==> config.mk <==
export PLATFORM = sky130hd
export DESIGN_NAME = octave_sched
export DESIGN_NICKNAME = d
export VERILOG_FILES = /design/src/rtl/octave_sched_pkg.sv /design/src/rtl/octave_sched_rr_arbiter.sv /design/src/rtl/octave_sched.sv
export SDC_FILE = /design/constraint.sdc
export NUM_CORES = 1
export LEC_CHECK = 0
export CAP_MARGIN = 20
export CORE_MARGIN = 10
export CORE_UTILIZATION = 54
export CTS_BUF_LIST = sky130_fd_sc_hd__clkbuf_4
export CTS_CLUSTER_SIZE = 24
export DETAILED_ROUTE_END_ITERATION = 8
export MAX_ROUTING_LAYER = met4
export PLACE_DENSITY_LB_ADDON = 0.08
export SYNTH_ARGS = -nofsm -noshare
export SYNTH_HDL_FRONTEND = slang
export SYNTH_SLANG_ARGS = --single-unit
==> constraint.sdc <==
create_clock -name clk -period 4.5 [get_ports clk]
set_clock_uncertainty 0.15 [all_clocks]
set_input_delay 0.9 -clock clk [delete_from_list [all_inputs] [get_ports clk]]
set_output_delay 0.9 -clock clk [all_outputs]
set_load 0.05 [all_outputs]
==> src/rtl/octave_sched_pkg.sv <==
// Shared types and helpers for the octave change scheduler.
// The wrap test is a function so other divider-facing blocks can reuse it.
package octave_sched_pkg;

  localparam int unsigned OCT_W = 3;
  localparam int unsigned CNT_W = 9;

  typedef enum logic [1:0] {
    IDLE,
    CHECK,
    WAIT_EDGE,
    HOLD
  } state_t;

  // True when tb[idx:0] is all ones, idx = max(a, b) + 1 (1..8): the next
  // edge wraps every divider bit either octave depends on.
  function automatic logic oct_boundary(input logic [CNT_W-1:0] tb,
                                        input logic [OCT_W-1:0] a,
                                        input logic [OCT_W-1:0] b);
    logic [OCT_W:0] idx;
    logic           ok;
    idx = {1'b0, (a > b) ? a : b} + 4'd1;
    ok  = 1'b1;
    for (int unsigned i = 0; i < CNT_W; i++) begin
      if (i <= 32'(idx)) ok = ok & tb[i];
    end
    return ok;
  endfunction

endpackage

==> src/rtl/octave_sched_rr_arbiter.sv <==
// Combinational round-robin arbiter: first requester at or after ptr wins.
// Generic over NREQ so other source-sharing blocks can instantiate it.
module rr_arbiter #(
  parameter int unsigned NREQ = 4,
  localparam int unsigned PW = (NREQ > 1) ? $clog2(NREQ) : 1
) (
  input  logic [NREQ-1:0] req,
  input  logic [PW-1:0]   ptr,
  output logic [NREQ-1:0] gnt,
  output logic [PW-1:0]   gnt_idx,
  output logic            any
);

  always_comb begin
    gnt     = '0;
    gnt_idx = '0;
    any     = 1'b0;
    for (int unsigned off = 0; off < NREQ; off++) begin
      int unsigned i;
      i = (32'(ptr) + off) % NREQ;
      if (!any && req[i]) begin
        gnt[i]  = 1'b1;
        gnt_idx = PW'(i);
        any     = 1'b1;
      end
    end
  end

endmodule

==> src/rtl/octave_sched.sv <==
// Octave change scheduler: round-robin arbitration of octave requests, applied
// to the divider select only at a time-base wrap, with hold-off between changes.
module octave_sched
  import octave_sched_pkg::*;
#(
  parameter int unsigned      NREQ      = 4,
  parameter int unsigned      HOLD_CYC  = 16,
  parameter logic [OCT_W-1:0] RESET_OCT = 3'd0
) (
  input  logic                  clk,
  input  logic                  reset,
  input  logic [NREQ-1:0]       req,
  input  logic [OCT_W*NREQ-1:0] req_octave,
  input  logic [CNT_W-1:0]      tb_count,
  output logic [NREQ-1:0]       grant,
  output logic [OCT_W-1:0]      octave,
  output logic                  oct_chg,
  output logic                  busy
);

  localparam int unsigned PW = (NREQ > 1) ? $clog2(NREQ) : 1;
  localparam int unsigned HW = (HOLD_CYC > 1) ? $clog2(HOLD_CYC) : 1;

  state_t            state, state_nx;
  logic [NREQ-1:0]   arb_gnt;
  logic [PW-1:0]     arb_idx;
  logic              arb_any;
  logic [PW-1:0]     rr_ptr;
  logic [PW-1:0]     win_idx;
  logic [OCT_W-1:0]  tgt;
  logic [OCT_W-1:0]  sel_oct;
  logic [HW-1:0]     hold_cnt;
  logic              same, at_edge, hold_done;
  logic              latch, apply, do_grant;
  logic [NREQ-1:0]   win_onehot;
  logic [PW-1:0]     ptr_nx;

  rr_arbiter #(.NREQ(NREQ)) u_arb (
    .req     (req),
    .ptr     (rr_ptr),
    .gnt     (arb_gnt),
    .gnt_idx (arb_idx),
    .any     (arb_any)
  );

  always_comb begin
    sel_oct = '0;
    for (int unsigned i = 0; i < NREQ; i++) begin
      if (arb_gnt[i]) sel_oct = req_octave[i*OCT_W +: OCT_W];
    end
  end

  assign same      = (tgt == octave);
  assign at_edge   = oct_boundary(tb_count, octave, tgt);
  assign hold_done = (hold_cnt == '0);

  // State register
  always_ff @(posedge clk or posedge reset) begin
    if (reset) state <= IDLE;
    else       state <= state_nx;
  end

  // Next-state logic
  always_comb begin
    state_nx = state;
    unique case (state)
      IDLE:      if (arb_any)   state_nx = CHECK;
      CHECK:     state_nx = same ? IDLE : WAIT_EDGE;
      WAIT_EDGE: if (at_edge)   state_nx = HOLD;
      HOLD:      if (hold_done) state_nx = IDLE;
      default:   state_nx = IDLE;
    endcase
  end

  // Output/control decode
  always_comb begin
    latch      = (state == IDLE) && arb_any;
    apply      = (state == WAIT_EDGE) && at_edge;
    do_grant   = apply || ((state == CHECK) && same);
    win_onehot = NREQ'(1) << win_idx;
    ptr_nx     = (win_idx == PW'(NREQ - 1)) ? '0 : win_idx + 1'b1;
  end

  // Latched request, hold counter and registered outputs
  always_ff @(posedge clk or posedge reset) begin
    if (reset) begin
      octave   <= RESET_OCT;
      grant    <= '0;
      oct_chg  <= 1'b0;
      rr_ptr   <= '0;
      win_idx  <= '0;
      tgt      <= '0;
      hold_cnt <= '0;
    end else begin
      grant   <= do_grant ? win_onehot : '0;
      oct_chg <= apply;
      if (latch) begin
        win_idx <= arb_idx;
        tgt     <= sel_oct;
      end
      if (apply) octave <= tgt;
      if (do_grant) rr_ptr <= ptr_nx;
      if (apply)
        hold_cnt <= HW'(HOLD_CYC - 1);
      else if ((state == HOLD) && !hold_done)
        hold_cnt <= hold_cnt - 1'b1;
    end
  end

  assign busy = (state != IDLE);

endmodule
; ---- Yosys cells after proc, flatten, opt, wreduce, memory -nomap -nowiden
; Cells that the tools add are included.
[word_totals]
ff_bits = 21
output_inout_bits = 9
[op_classes]
addsub = 6
n_lt_le_gt_ge = 17
n_eq_ne = 8
shift = 1
mux = 50
bitwise = 11
reduce_logical = 21
[op_table]
columns = operator, n
row1 = $mux 4, 7
row2 = $mux 1, 20
row3 = $mux 2, 9
row4 = $le 3x4->1 const A, 4
row5 = $mux 3, 5
row6 = $lt 2x3->1 const B, 4
row7 = $or 4x4->4, 3
row8 = $logic_and 1x1->1, 11
row9 = $and 1x1->1, 8
row10 = $bmux 1 s2, 4
row11 = $demux 1 s2, 4
row12 = $ge 2x1->1 const B, 4
row13 = $le 2x4->1 const A, 2
row14 = $pmux 2 s4, 1
row15 = $eq 2x2->1 const B, 3
row16 = $ne 2x2->1 const B, 3
row17 = $add 2x1->2 const B, 2
row18 = $add 2x2->2 const B, 2
row19 = $add 3x1->4 const B, 1
row20 = $le 1x4->1 const A, 1
row21 = $le 4x4->1 const A, 1
row22 = $logic_not 1->1, 4
row23 = $logic_not 4->1, 1
row24 = $reduce_bool 2->1, 2
row25 = other kinds (8), 8

; ---- Depth between registers and ports, before layout
; Gate-level depths: netlist (run 1).
[depth]
word_depth = 22
ltp_mapped = 13
ltp_nobuf = 13

; ---- Modules after synthesis
; A second synthesis (run 1) with hierarchy kept.
[unflattened]
cells_unflattened = 190
hier_area_um2 = 1766.7
[modules_own_cells]
columns = module, n_inst, cells_per_inst, area_each_um2, seq_area_each_um2
row1 = octave_sched, 1, 145, 1347.5, 525.5
row2 = rr_arbiter, 1, 45, 419.2, 0.0

; ---- Least setup slack after synthesis (run 1)
; OpenSTA, ideal clock, no wires.
[synth_path]
kind = reg-to-reg
startpoint = register octave[0]
endpoint = register octave[0]
setup_ns = 0.128
arrival_time_ns = 3.390
slack_ns = 0.832
stages_incl_launch_ff = 14
synth_period_minus_slack_ns = 3.668
path_cell_list = dfrtp_1 > inv_1 > ha_1 > and3_1 > a211o_2 > mux2i_1 > inv_1 > ha_1 > a21oi_1 > o21ai_0 > a31oi_1 > nand3_1 > nand2_2 > mux2_1
[synth_between]
elab_chain_cells = 20
[synth_rtl]
columns = item, line_no
row1 = start: declaration, octave_sched.sv:16  ; output logic [OCT_W-1:0] octave,
row2 = start signal: assignment, octave_sched.sv:101  ; if (apply) octave <= tgt;
row3 = $gt 3x3->1, octave_sched_pkg.sv:22  ; idx = {1'b0, (a > b) ? a : b} + 4'd1;
row4 = $mux 3 (*), octave_sched_pkg.sv:22
row5 = $add 3x1->4 (*), octave_sched_pkg.sv:22
row6 = $le 1x4->1, octave_sched_pkg.sv:25  ; if (i <= 32'(idx)) ok = ok & tb[i];
row7 = $mux 1, octave_sched_pkg.sv:25
row8 = $and 1x1->1, octave_sched_pkg.sv:25
row9 = $mux 1, octave_sched_pkg.sv:25
row10 = $and 1x1->1, octave_sched_pkg.sv:25
row11 = [5 not listed], -
row12 = $and 1x1->1, octave_sched_pkg.sv:25
row13 = $mux 1, octave_sched_pkg.sv:25
row14 = $and 1x1->1, octave_sched_pkg.sv:25
row15 = $mux 1, octave_sched_pkg.sv:25
row16 = $and 1x1->1, octave_sched_pkg.sv:25
row17 = $mux 1 (*), octave_sched_pkg.sv:25
row18 = $logic_and 1x1->1 (*), octave_sched.sv:78  ; apply = (state == WAIT_EDGE) && at_edge;
row19 = net apply, octave_sched.sv:34  ; logic latch, apply, do_grant;
; Mark *: on every way through the listed nets, which the timed path passes. The rest lies on a longest branch.
; A chain may end at the register's enable or synchronous reset.

; ---- Final worst setup path (run 1)
[layout_path]
startpoint = register octave[0]
endpoint = register octave[1]
; Same word-level chain as after synthesis.

==> metrics.txt, run 1 <==
CP Data Arrival Time ~3.7 ns; cell row count 21; Clk pwr share under 10%; ys async rst share 100%; VDD IR max between 0.0004 and 0.0005 V; DRT iter0 DRCs 145; die height between 70 and 80 microns; cell internal pwr a little over 800 uW; area of the multi-input gates approximately 1200 sq um; CORE AREA between 3000 and 4000 sq um; post-CTS sizing 0; post-synthesis cell type count a little over 60; number of inserted diodes 0; area grow syn2layout 21.7%; Cells after Synth around 190; Vias between 1.5k and 2k; Hold Crit Class register to register; initial antenna violation count 0; IO Count 36; DRC violations left 0; Max-cap violations 0; Fillers around 290; dominant cell by count in the synthesized netlist dfrtp_1; CTS tree yes; Worst setup SP type register; Slew Limit Headroom about half; Synth area leader dfrtp_1; final setup fails 0; fin. max-slew vios 0; drt total wl approximately 4400 microns; worst r2r path cells 13; layout cell share with drive strength beyond 1 between 10% and 20%; DIE AREA just over 6000 sq um; first-pass GRT wire length 7490 microns; fin crit share between 80% and 90%; first drt pass iteration count 4; Post-synth top cells dfrtp_1 (21), inv_1 (17), ha_1 (16), nor2_1 (16), nand3_1 (12); NumNets Final 267; register area share after synthesis approximately 28%; Die Width around 80 microns; critical path required time ~4.5 ns; vias in the first global route ~1.6k; Post-CTS Setup Bufs 0; Register-to-Register Setup Slack roughly 0.82 ns; worst r2r src octave[0]; CTS sink cnt 21; Switch Pwr between 800 and 900 uW; Comb pwr share a little under three quarters; Hold Path Depth 1; Leak just under 1 nW; Syn Area/Cell between 9 and 10 sq um; Seq. cell area approximately 530 sq um; Synth Warn # 0; worst-path cell with the longest stage delay dfrtp_1; reg-to-reg endpoint octave[1]; hold_buf cts 0; # H-tree levels 1; minimum clock period ~3.7 ns; Max Clk Rate about 0.27 GHz; Worst Hold End hold_cnt[2]; CP endpoint kind register; I/O Buffers 35; critical path class register to register; Final ANT Viol Nets 0; critical hold path startpoint hold_cnt[2]; Detailed Place HPWL between 3000 and 4000 microns; outcome completed; clk root buf clkbuf_4; Mapped Nets between 200 and 250; Longest Clk Path Bufs 2; CP Cell Sequence inv_1 -> ha_1 -> and3_1 -> a211o_2 -> mux2i_1 -> inv_1 -> ha_1 -> a21oi_1 -> o21ai_0 -> a31oi_1 -> nand3_1 -> nand2_2 -> mux2_1; Routed wire per std cell 16.2 microns; Post-synth EDFFs 0; Netlist Area Pre-Place 1840 sq um; Fin. Hold Viols 0; total grt overflow 0; GP Congestion about 0.84; vias per std cell around 5.9; max incr delay on CP 0.45 ns; clk slew on worst S/H paths approximately 0.11 ns; Yosys top cell area share ~28%; sequential share of power a little under a quarter; #FFs+latches synth 21; top cells by area, synth dfrtp_1 (28%), ha_1 (11%), inv_1 (3.5%); pin count of the biggest net entering global routing 22; clock latency on the worst-skew pair about 0.29 ns; ys flop type dfrtp_1; CP Max Fanout 7; TritonCTS buffer count 3; RSZ-0062 raised after global routing no; Worst-Margin Slew ~0.75 ns; Total GRT Usage ~15%; Sum Neg Setup Slack 0 ns; P per Cell Area between 700 and 800 nW/um^2; switch share between 50% and 60%; Tot Pwr 1.70 mW; Initial Utilization 55.7%
-- state kept, by name, indices dropped and copies added (netlist names), named ones only --
register	flops
grant	4
hold_cnt	4
octave	3
tgt	3
rr_ptr	2
win_idx	2
oct_chg	1
state	1
-- power by group through the flow --
stage          clock network, mW  logic (mW)  registers [mW]
4_1_cts                   0.0944        1.22           0.384
6_report                  0.0907        1.23           0.387
3_5_place_dp                   0        1.21           0.389
3_3_place_gp                   0        1.16           0.381
2_1_floorplan                  0       0.908           0.416
5_1_grt                    0.105        1.34           0.402
-- cell families (layout without fill, tap and decap cells) --
group | count (synthesis) | in the layout | share of synthesized area (%)
AOI/OAI and AO/OA | 50 | 50 | 24.0
muxes | 12 | 12 | 9.43
buffers and inverters | 23 | 57 | 5.70
xor gates and xnor gates | 3 | 3 | 1.42
DFF | 21 | 21 | 28.5
and+or+nand+nor | 64 | 64 | 20.1
adders and majority gates | 16 | 16 | 10.9
-- through the flow --
step	cell area (sq um)	utilization (%)	cells	hold slack, ns	worst slack [ns]
floorplan	1840	-	189	0.358	0.832
global placement	2210	66.9	265	0.396	1.02
detailed placement	2210	66.9	265	0.389	0.824
CTS	2240	67.8	269	0.416	0.809
global route	2240	67.8	269	0.441	0.517
finish	2240	67.8	269	0.421	0.815
-- area by class of cell --
class | instances | share of cell area, %
multi-input cells | 145 | 54.1
well taps | 46 | 2.56
flip-flops and latches | 21 | 23.4
repair buffers | 35 | 15.6
clock buffers | 4 | 1.34
inverters | 18 | 3.01
-- layer usage --
layer  part of all wire [%]  track usage [%]  vias up
met5                      0                -        -
met4                    1.3             5.91        0
met3                    2.6             1.48        4
met2                     53             25.7       41
met1                     43             16.7      766
li1                       -                -      784
-- worst max-delay path by stage --
stage	slack, ns	start	endpoint	depth (start not counted)
2_1_floorplan	0.83	octave[0]	octave[0]	13
3_3_place_gp	1.02	octave[0]	octave[0]	13
3_5_place_dp	0.82	octave[0]	octave[1]	13
4_1_cts	0.81	octave[0]	octave[1]	13
5_1_grt	0.52	octave[0]	octave[0]	13
6_report	0.82	octave[0]	octave[1]	13
-- worst max-delay path: cells and delay by family (launching register included) --
| kind | cells | cell delay [ns] |
|---|---|---|
| mux | 2 | 0.56 |
| fa+ha+maj | 2 | 0.62 |
| buf+inv | 2 | 0.20 |
| simple gates | 3 | 0.80 |
| flops | 1 | 0.45 |
| compound gates | 4 | 0.80 |
-- cell usage in the layout (no fill, tap or decap), types with 3 or more instances in the layout --
master	Yosys	final
and3_1	3	3
clkbuf_4	0	4
nand3_1	12	12
o31ai_1	3	3
o21ai_0	5	5
dfrtp_1	21	21
a21oi_1	8	8
a221oi_1	4	4
inv_1	17	17
and2_1	4	4
mux2i_1	5	5
ha_1	16	16
nand2_2	3	3
nor2_1	16	16
xnor2_1	3	3
nor2b_1	3	3
clkdlybuf4s50_1	0	35
nand2_1	5	5
a21boi_0	3	3
a31oi_1	3	3
(Power assumes the default switching activity.)
==> inputs of run 2 (changes only) <==
==> constraint.sdc (replaced) <==
create_clock -name clk -period 3.6 [get_ports clk]
set_clock_uncertainty 0.15 [all_clocks]
set_input_delay 0.72 -clock clk [delete_from_list [all_inputs] [get_ports clk]]
set_output_delay 0.72 -clock clk [all_outputs]
set_load 0.05 [all_outputs]
==> run 2 against run 1 <==
Against the previous run:
- sequential share of layout area is 0.67 points lower
- critical path depth stayed put
- die area stayed put
- worst hold slack better by 0.0081 ns
- setup slack worse by 0.55 ns
- critical endpoint unchanged
==> metrics.txt, run 2 (same netlist as run 1, synthesis figures left out) <==
CTS tree yes (unchanged); clock latency on the worst-skew pair 0.31 ns (was 0.29 ns); drt total wl 4340 microns (was 4360 microns); most common cell after layout, fill and taps aside clkdlybuf4s50_1 (unchanged); Fillers 265 (was 286); DIE AREA 6150 sq um (unchanged); Seq. cell area 527 sq um (was 526 sq um); P per Cell Area 947 nW/um^2 (was 759 nW/um^2); worst r2r src octave[0] (unchanged); Worst Setup Slack, final 0.266 ns (was 0.815 ns); cell row count 21 (unchanged); largest registers grant: 4 flops, hold_cnt: 4 flops (unchanged); CTS sink cnt 21 (unchanged); CP endpoint kind register (unchanged); Tot Pwr 2.19 mW (was 1.70 mW); first-pass GRT wire length 7190 microns (was 7490 microns); Slew Limit Headroom 47.5% (was 48.9%); area grow syn2layout 25.6% (was 21.7%); clk slew on worst S/H paths 0.13 ns (was 0.11 ns); vias in the first global route 1557 (was 1621); CP Max Fanout 7 (unchanged); RSZ-0062 raised after global routing no (unchanged); fin util 70.0% (was 67.8%); pin count of the biggest net entering global routing 22 (unchanged); vias per std cell 5.97 (was 5.93); Total GRT Usage 14.0% (was 14.7%); critical path required time 3.64 ns (was 4.52 ns); critical path class register to register (unchanged); fin crit share 92.6% (was 81.9%); Setup crit start octave[0] (unchanged); NumNets Final 274 (was 267); layout cell share with drive strength beyond 1 16.1% (was 11.2%); final setup fails 0 (unchanged); Vias 1649 (was 1595); Max Clk Rate 0.300 GHz (was 0.271 GHz); Sum Neg Setup Slack 0 ns (unchanged); die height 78.4 microns (unchanged); Hold Crit Class register to register (unchanged); Die Width 78.4 microns (unchanged); hold_buf cts 0 (unchanged); Leak 1.01 nW (was 0.988 nW); initial antenna violation count 0 (unchanged); CORE AREA 3310 sq um (unchanged); critical hold path startpoint hold_cnt[1] (was hold_cnt[2]); DRT iter0 DRCs 116 (was 145); TritonCTS buffer count 3 (unchanged); I/O Buffers 35 (unchanged); Worst setup SP type register (unchanged); commonest cells after routing, fill and taps aside clkdlybuf4s50_1 (35), dfrtp_1 (20), inv_1 (17), nor2_1 (16), ha_1 (15) (was clkdlybuf4s50_1 (35), dfrtp_1 (21), inv_1 (17), nor2_1 (16), ha_1 (16)); outcome completed (unchanged); GP Congestion 0.838 (was 0.843); Detailed Place HPWL 3520 microns (was 3510 microns); total grt overflow 0 (unchanged); CP Data Arrival Time 3.37 ns (was 3.71 ns); area of the multi-input gates 1230 sq um (was 1210 sq um); # H-tree levels 1 (unchanged); DRC violations left 0 (unchanged); IO Count 36 (unchanged); clk root buf clkbuf_4 (unchanged); Fin. Hold Viols 0 (unchanged); Max-cap violations 0 (unchanged); Longest Clk Path Bufs 2 (unchanged); number of inserted diodes 0 (unchanged); fin. max-slew vios 0 (unchanged); Initial Utilization 55.7% (unchanged); first drt pass iteration count 4 (unchanged); dpl ws 0.139 ns (was 0.824 ns); Routed wire per std cell 15.7 microns (was 16.2 microns); Final ANT Viol Nets 0 (unchanged); minimum clock period 3.33 ns (was 3.68 ns); Worst-Margin Slew 0.787 ns (was 0.754 ns); VDD IR max 0.000481 V (was 0.000402 V)
-- run 2: report_power, final --
group          internal [mW]  switching, mW
sequential             0.335          0.110
combinational          0.700          0.934
clock                 0.0423         0.0733
-- run 2: timing repair --
item,CTS,global route
endpoints found under the setup margin,0,5
setup buffers,0,1
endpoints found under the hold margin,0,0
gates resized for setup,0,4
-- run 2: path summary, 6_finish.rpt --
| check | to | slack [ns] | cells after the start |
|---|---|---|---|
| worst min register to register | hold_cnt[1] | 0.43 | 2 |
| worst max-delay path | octave[1] | 0.27 | 13 |
| min in group asynchronous | asynchronous set/reset pin | 0.69 | 2 |
| worst max register to register | octave[1] | 0.27 | 13 |
| worst min-delay path | hold_cnt[1] | 0.43 | 2 |
| max in group asynchronous | octave[0] | 2.05 | 2 |
-- run 2: per-stage QoR --
stage	instance area, sq um	hold WS (ns)	cells
detailed placement	2260	0.399	271
CTS	2290	0.429	275
floorplan	1850	0.358	189
finish	2320	0.429	276
global route	2320	0.448	276
global placement	2260	0.400	271
-- run 2: critical path, stage by stage, from the launching register on --
cell       delay [ns]
dfrtp_2          0.46
inv_1            0.12
ha_2             0.32
and3_1           0.20
a211o_2          0.32
mux2i_2          0.21
inv_1            0.09
ha_1             0.21
a21oi_1          0.11
o21ai_0          0.11
a31oi_2          0.26
o2111ai_4        0.19
nand2_2          0.16
mux2_1           0.32
-- run 2: cell type report --
type | count | area share, %
Inverter | 18 | 2.92
Timing Repair Buffer | 42 | 17.4
Tap cell | 46 | 2.49
Multi-Input combinational cell | 145 | 53.2
Sequential cell | 21 | 22.7
Clock buffer | 3 | 0.972
Clock inverter | 1 | 0.324
-- run 2: per-layer routing --
metal | track usage [%] | wire (microns) | vias up | share of wire (%)
met4 | 5.56 | 70 | 0 | 1.6
met3 | 1.59 | 140 | 7 | 3.2
met1 | 16.1 | 1840 | 800 | 42
met2 | 24.3 | 2290 | 48 | 53
met5 | - | 0 | - | 0
li1 | - | - | 794 | -
==> inputs of run 3 (changes only) <==
--- a/config.mk
+++ b/config.mk
@@ -7,7 +7,7 @@
 export LEC_CHECK = 0
 export CAP_MARGIN = 20
 export CORE_MARGIN = 10
-export CORE_UTILIZATION = 54
+export CORE_UTILIZATION = 53
 export CTS_BUF_LIST = sky130_fd_sc_hd__clkbuf_4
 export CTS_CLUSTER_SIZE = 24
 export DETAILED_ROUTE_END_ITERATION = 8
@@ -15,4 +15,5 @@
 export PLACE_DENSITY_LB_ADDON = 0.08
 export SYNTH_ARGS = -nofsm -noshare
 export SYNTH_HDL_FRONTEND = slang
+export SYNTH_HIERARCHICAL = 1
 export SYNTH_SLANG_ARGS = --single-unit
==> run 3 against run 2 <==
Against the previous run:
- core utilization rose by 4.0 points
- total power fell by 2.3%
- via count shrank 3.2%
- design area about the same
- synthesized area shrank 4.2%
- critical path type unchanged
- register-to-register slack got worse by 0.08 ns
- critical path depth grew 1
- clock power about the same
- combinational power hardly changed
- setup slack got worse by 0.082 ns
==> metrics.txt, run 3 <==
Netlist Area Pre-Place 1770 sq um (was 1840 sq um); clock latency on the worst-skew pair 0.31 ns (about the same); critical hold path startpoint hold_cnt[1] (unchanged); vias per std cell 5.60 (was 5.97); Worst-Margin Slew 1.01 ns (was 0.787 ns); Total GRT Usage 14.9% (was 14.0%); GP Congestion 0.864 (was 0.838); first-pass GRT wire length 7340 microns (was 7190 microns); Hold Crit Class register to register (unchanged); Hold Path Depth 2 (unchanged); RSZ-0062 raised after global routing no (unchanged); Switch Pwr 1.03 mW (was 1.12 mW); die height 77.7 microns (was 78.4 microns); Fillers 246 (was 265); Max Clk Rate 0.293 GHz (was 0.300 GHz); clk root buf clkbuf_4 (unchanged); Final ANT Viol Nets 0 (unchanged); dominant cell by count in the synthesized netlist dfrtp_1 (unchanged); CP endpoint kind register (unchanged); final cell count without fillers 285 (was 276); Synth Warn # 6 (was 0); # H-tree levels 1 (unchanged); layout cell share with drive strength beyond 1 20.3% (was 16.1%); ys flop type dfrtp_1 (unchanged); pin count of the biggest net entering global routing 22 (unchanged); cell internal pwr 1.11 mW (was 1.08 mW); clk slew on worst S/H paths 0.12 ns (was 0.13 ns); #FFs+latches synth 21 (unchanged); met3 Resource Use GR 3.11% (was 1.59%); ys async rst share 100% (unchanged); TritonCTS buffer count 3 (unchanged); hold_ws 0.402 ns (was 0.429 ns); Worst setup SP type register (unchanged); vias in the first global route 1552 (was 1557); Yosys top cell area share 29.7% (was 28.5%); Routed wire per std cell 16.0 microns (was 15.7 microns); most common cell after layout, fill and taps aside clkdlybuf4s50_1 (unchanged); dpl ws 0.0104 ns (was 0.139 ns); fin crit share 94.9% (was 92.6%); Detailed Place HPWL 3620 microns (was 3520 microns); Post-synth EDFFs 0 (unchanged); Register-to-Register Setup Slack 0.18 ns (was 0.27 ns); Initial Utilization 56.5% (was 55.7%); Sum Neg Setup Slack 0 ns (unchanged); minimum clock period 3.42 ns (was 3.33 ns); placed cells 278 (was 271); DRT iter0 DRCs 91 (was 116); cell row count 20 (was 21); placed cell area 2230 sq um (was 2260 sq um); fin. max-slew vios 0 (unchanged); area of the multi-input gates 1160 sq um (was 1230 sq um); DIE AREA 6040 sq um (was 6150 sq um); Longest Clk Path Bufs 2 (unchanged); Vias 1597 (was 1649); Post-synth top cells dfrtp_1 (21), inv_1 (19), nand2_1 (19), o21ai_0 (19), ha_1 (16) (was dfrtp_1 (21), inv_1 (17), ha_1 (16), nor2_1 (16), nand3_1 (12)); Clk pwr share 5.4% (was 5.3%); commonest cells after routing, fill and taps aside clkdlybuf4s50_1 (35), nand2_1 (19), o21ai_0 (19), dfrtp_1 (19), inv_1 (18) (was clkdlybuf4s50_1 (35), dfrtp_1 (20), inv_1 (17), nor2_1 (16), ha_1 (15)); CP Max Fanout 6 (was 7); Synth area leader dfrtp_1 (unchanged); cell area after layout 2310 sq um (was 2320 sq um); Slew Limit Headroom 32.0% (was 47.5%); Die Width 77.7 microns (was 78.4 microns); largest registers grant: 4 flops, hold_cnt: 4 flops (unchanged); Fin. Hold Viols 0 (unchanged); hold_buf cts 0 (unchanged); VDD IR max 0.000593 V (was 0.000481 V); CP Data Arrival Time 3.47 ns (was 3.37 ns); Tot Pwr 2.14 mW (was 2.19 mW); top cells by area, synth dfrtp_1 (30%), ha_1 (11%), o21ai_0 (5.4%) (was dfrtp_1 (28%), ha_1 (11%), inv_1 (3.5%)); Leak 1.05 nW (was 1.01 nW); CTS sink cnt 21 (unchanged); register area share after synthesis 29.7% (was 28.5%); worst r2r src tgt[2] (was octave[0]); worst r2r path cells 14 (was 13); total grt overflow 0 (unchanged); Syn Area/Cell 9.30 sq um (was 9.76 sq um); sequential share of power 19.9% (was 20.3%); drt total wl 4560 microns (was 4340 microns); critical path class register to register (unchanged); Max-cap violations 0 (unchanged); area grow syn2layout 31.0% (was 25.6%); met1 Use GR 15.8% (was 16.1%); critical path required time 3.66 ns (was 3.64 ns); switch share 48.1% (was 50.9%); I/O Buffers 35 (unchanged); Cells after Synth 190 (was 189); Mapped Nets 233 (was 232); CORE AREA 3130 sq um (was 3310 sq um); final setup fails 0 (unchanged); outcome completed (unchanged); number of inserted diodes 0 (unchanged); most used routing layer met2 (unchanged); fin util 74.0% (was 70.0%); P per Cell Area 926 nW/um^2 (was 947 nW/um^2); initial antenna violation count 0 (unchanged); first drt pass iteration count 4 (unchanged); Worst Setup Slack, final 0.184 ns (was 0.266 ns); IO Count 36 (unchanged); Seq. cell area 528 sq um (was 527 sq um); post-synthesis cell type count 44 (was 61); CTS tree yes (unchanged); Comb pwr share 74.7% (was 74.5%); NumNets Final 285 (was 274); DRC violations left 0 (unchanged); Worst Hold End hold_cnt[1] (unchanged); M2 GR Usage 27.4% (was 24.3%); reg-to-reg endpoint rr_ptr[0] (was octave[1])
## run 3: cell types whose count changed after synthesis, moves of 4 or more
cell | before | now
mux2_2 | 0 | 4
and2b_2 | 0 | 5
a22oi_1 | 1 | 10
o21ai_0 | 5 | 19
nand2_1 | 5 | 19
nand3_1 | 12 | 4
## run 3: cell type report
| cell class | instances | area share (%) |
|---|---|---|
| clock buffers | 3 | 0.973 |
| clock inverters | 1 | 0.216 |
| inverters | 19 | 3.08 |
| multi-input cells | 146 | 50.2 |
| flip-flops and latches | 21 | 22.8 |
| well taps | 44 | 2.38 |
| repair buffers | 51 | 20.3 |
## run 3: kinds of logic (layout without fill, tap and decap cells)
kind of cell,count (synthesis),in the layout,synth area share [%]
muxes,15,15,12.6
AOI/OAI and AO/OA,55,55,21.5
buffers and inverters,23,74,6.16
xor gates and xnor gates,3,3,1.49
adders and majority gates,16,16,11.3
and+or+nand+nor,57,57,17.2
DFF,21,21,29.7
## run 3: worst max-delay path by stage
| stage | from | slack [ns] | cells after the start | to |
|---|---|---|---|---|
| after floorplan | octave[1] | 0.004 | 13 | rr_ptr[0] |
| after global placement | tgt[2] | 0.04 | 13 | rr_ptr[1] |
| after detailed placement | tgt[2] | 0.01 | 13 | rr_ptr[0] |
| after CTS | tgt[2] | 0.08 | 13 | rr_ptr[0] |
| after global routing | tgt[2] | 0.01 | 14 | rr_ptr[0] |
| final | tgt[2] | 0.18 | 14 | rr_ptr[0] |
## run 3: power groups by stage
| stage | Combinational (mW) | Clock (mW) | Sequential (mW) |
|---|---|---|---|
| 3_5_place_dp | 1.52 | 0 | 0.426 |
| 5_1_grt | 1.75 | 0.132 | 0.440 |
| 6_report | 1.60 | 0.116 | 0.426 |
| 3_3_place_gp | 1.45 | 0 | 0.420 |
| 2_1_floorplan | 1.03 | 0 | 0.498 |
| 4_1_cts | 1.53 | 0.119 | 0.421 |
## run 3: timing repair
| item | 4_1_cts | 5_1_grt |
|---|---|---|
| gates resized for setup | 1 | 6 |
| pin swaps | 0 | 2 |
| gates cloned | 0 | 0 |
| setup endpoints to repair | 1 | 10 |
| setup buffers | 0 | 3 |
## run 3: worst max-delay path, stage by stage (launching register included)
cell	delay (ns)
dfrtp_1	0.44
inv_2	0.07
ha_4	0.28
nand3b_1	0.12
a21boi_4	0.26
mux2_4	0.34
ha_2	0.19
buf_4	0.14
nor2_2	0.07
a21oi_1	0.05
mux2i_1	0.20
a211oi_2	0.09
a2111o_1	0.42
o31a_4	0.17
mux2_4	0.31
## run 3: per-layer routing
metal,up-vias,share of wire [%]
met5,-,0
met1,750,41
met3,11,4.0
met4,0,1.9
li1,787,-
met2,49,53
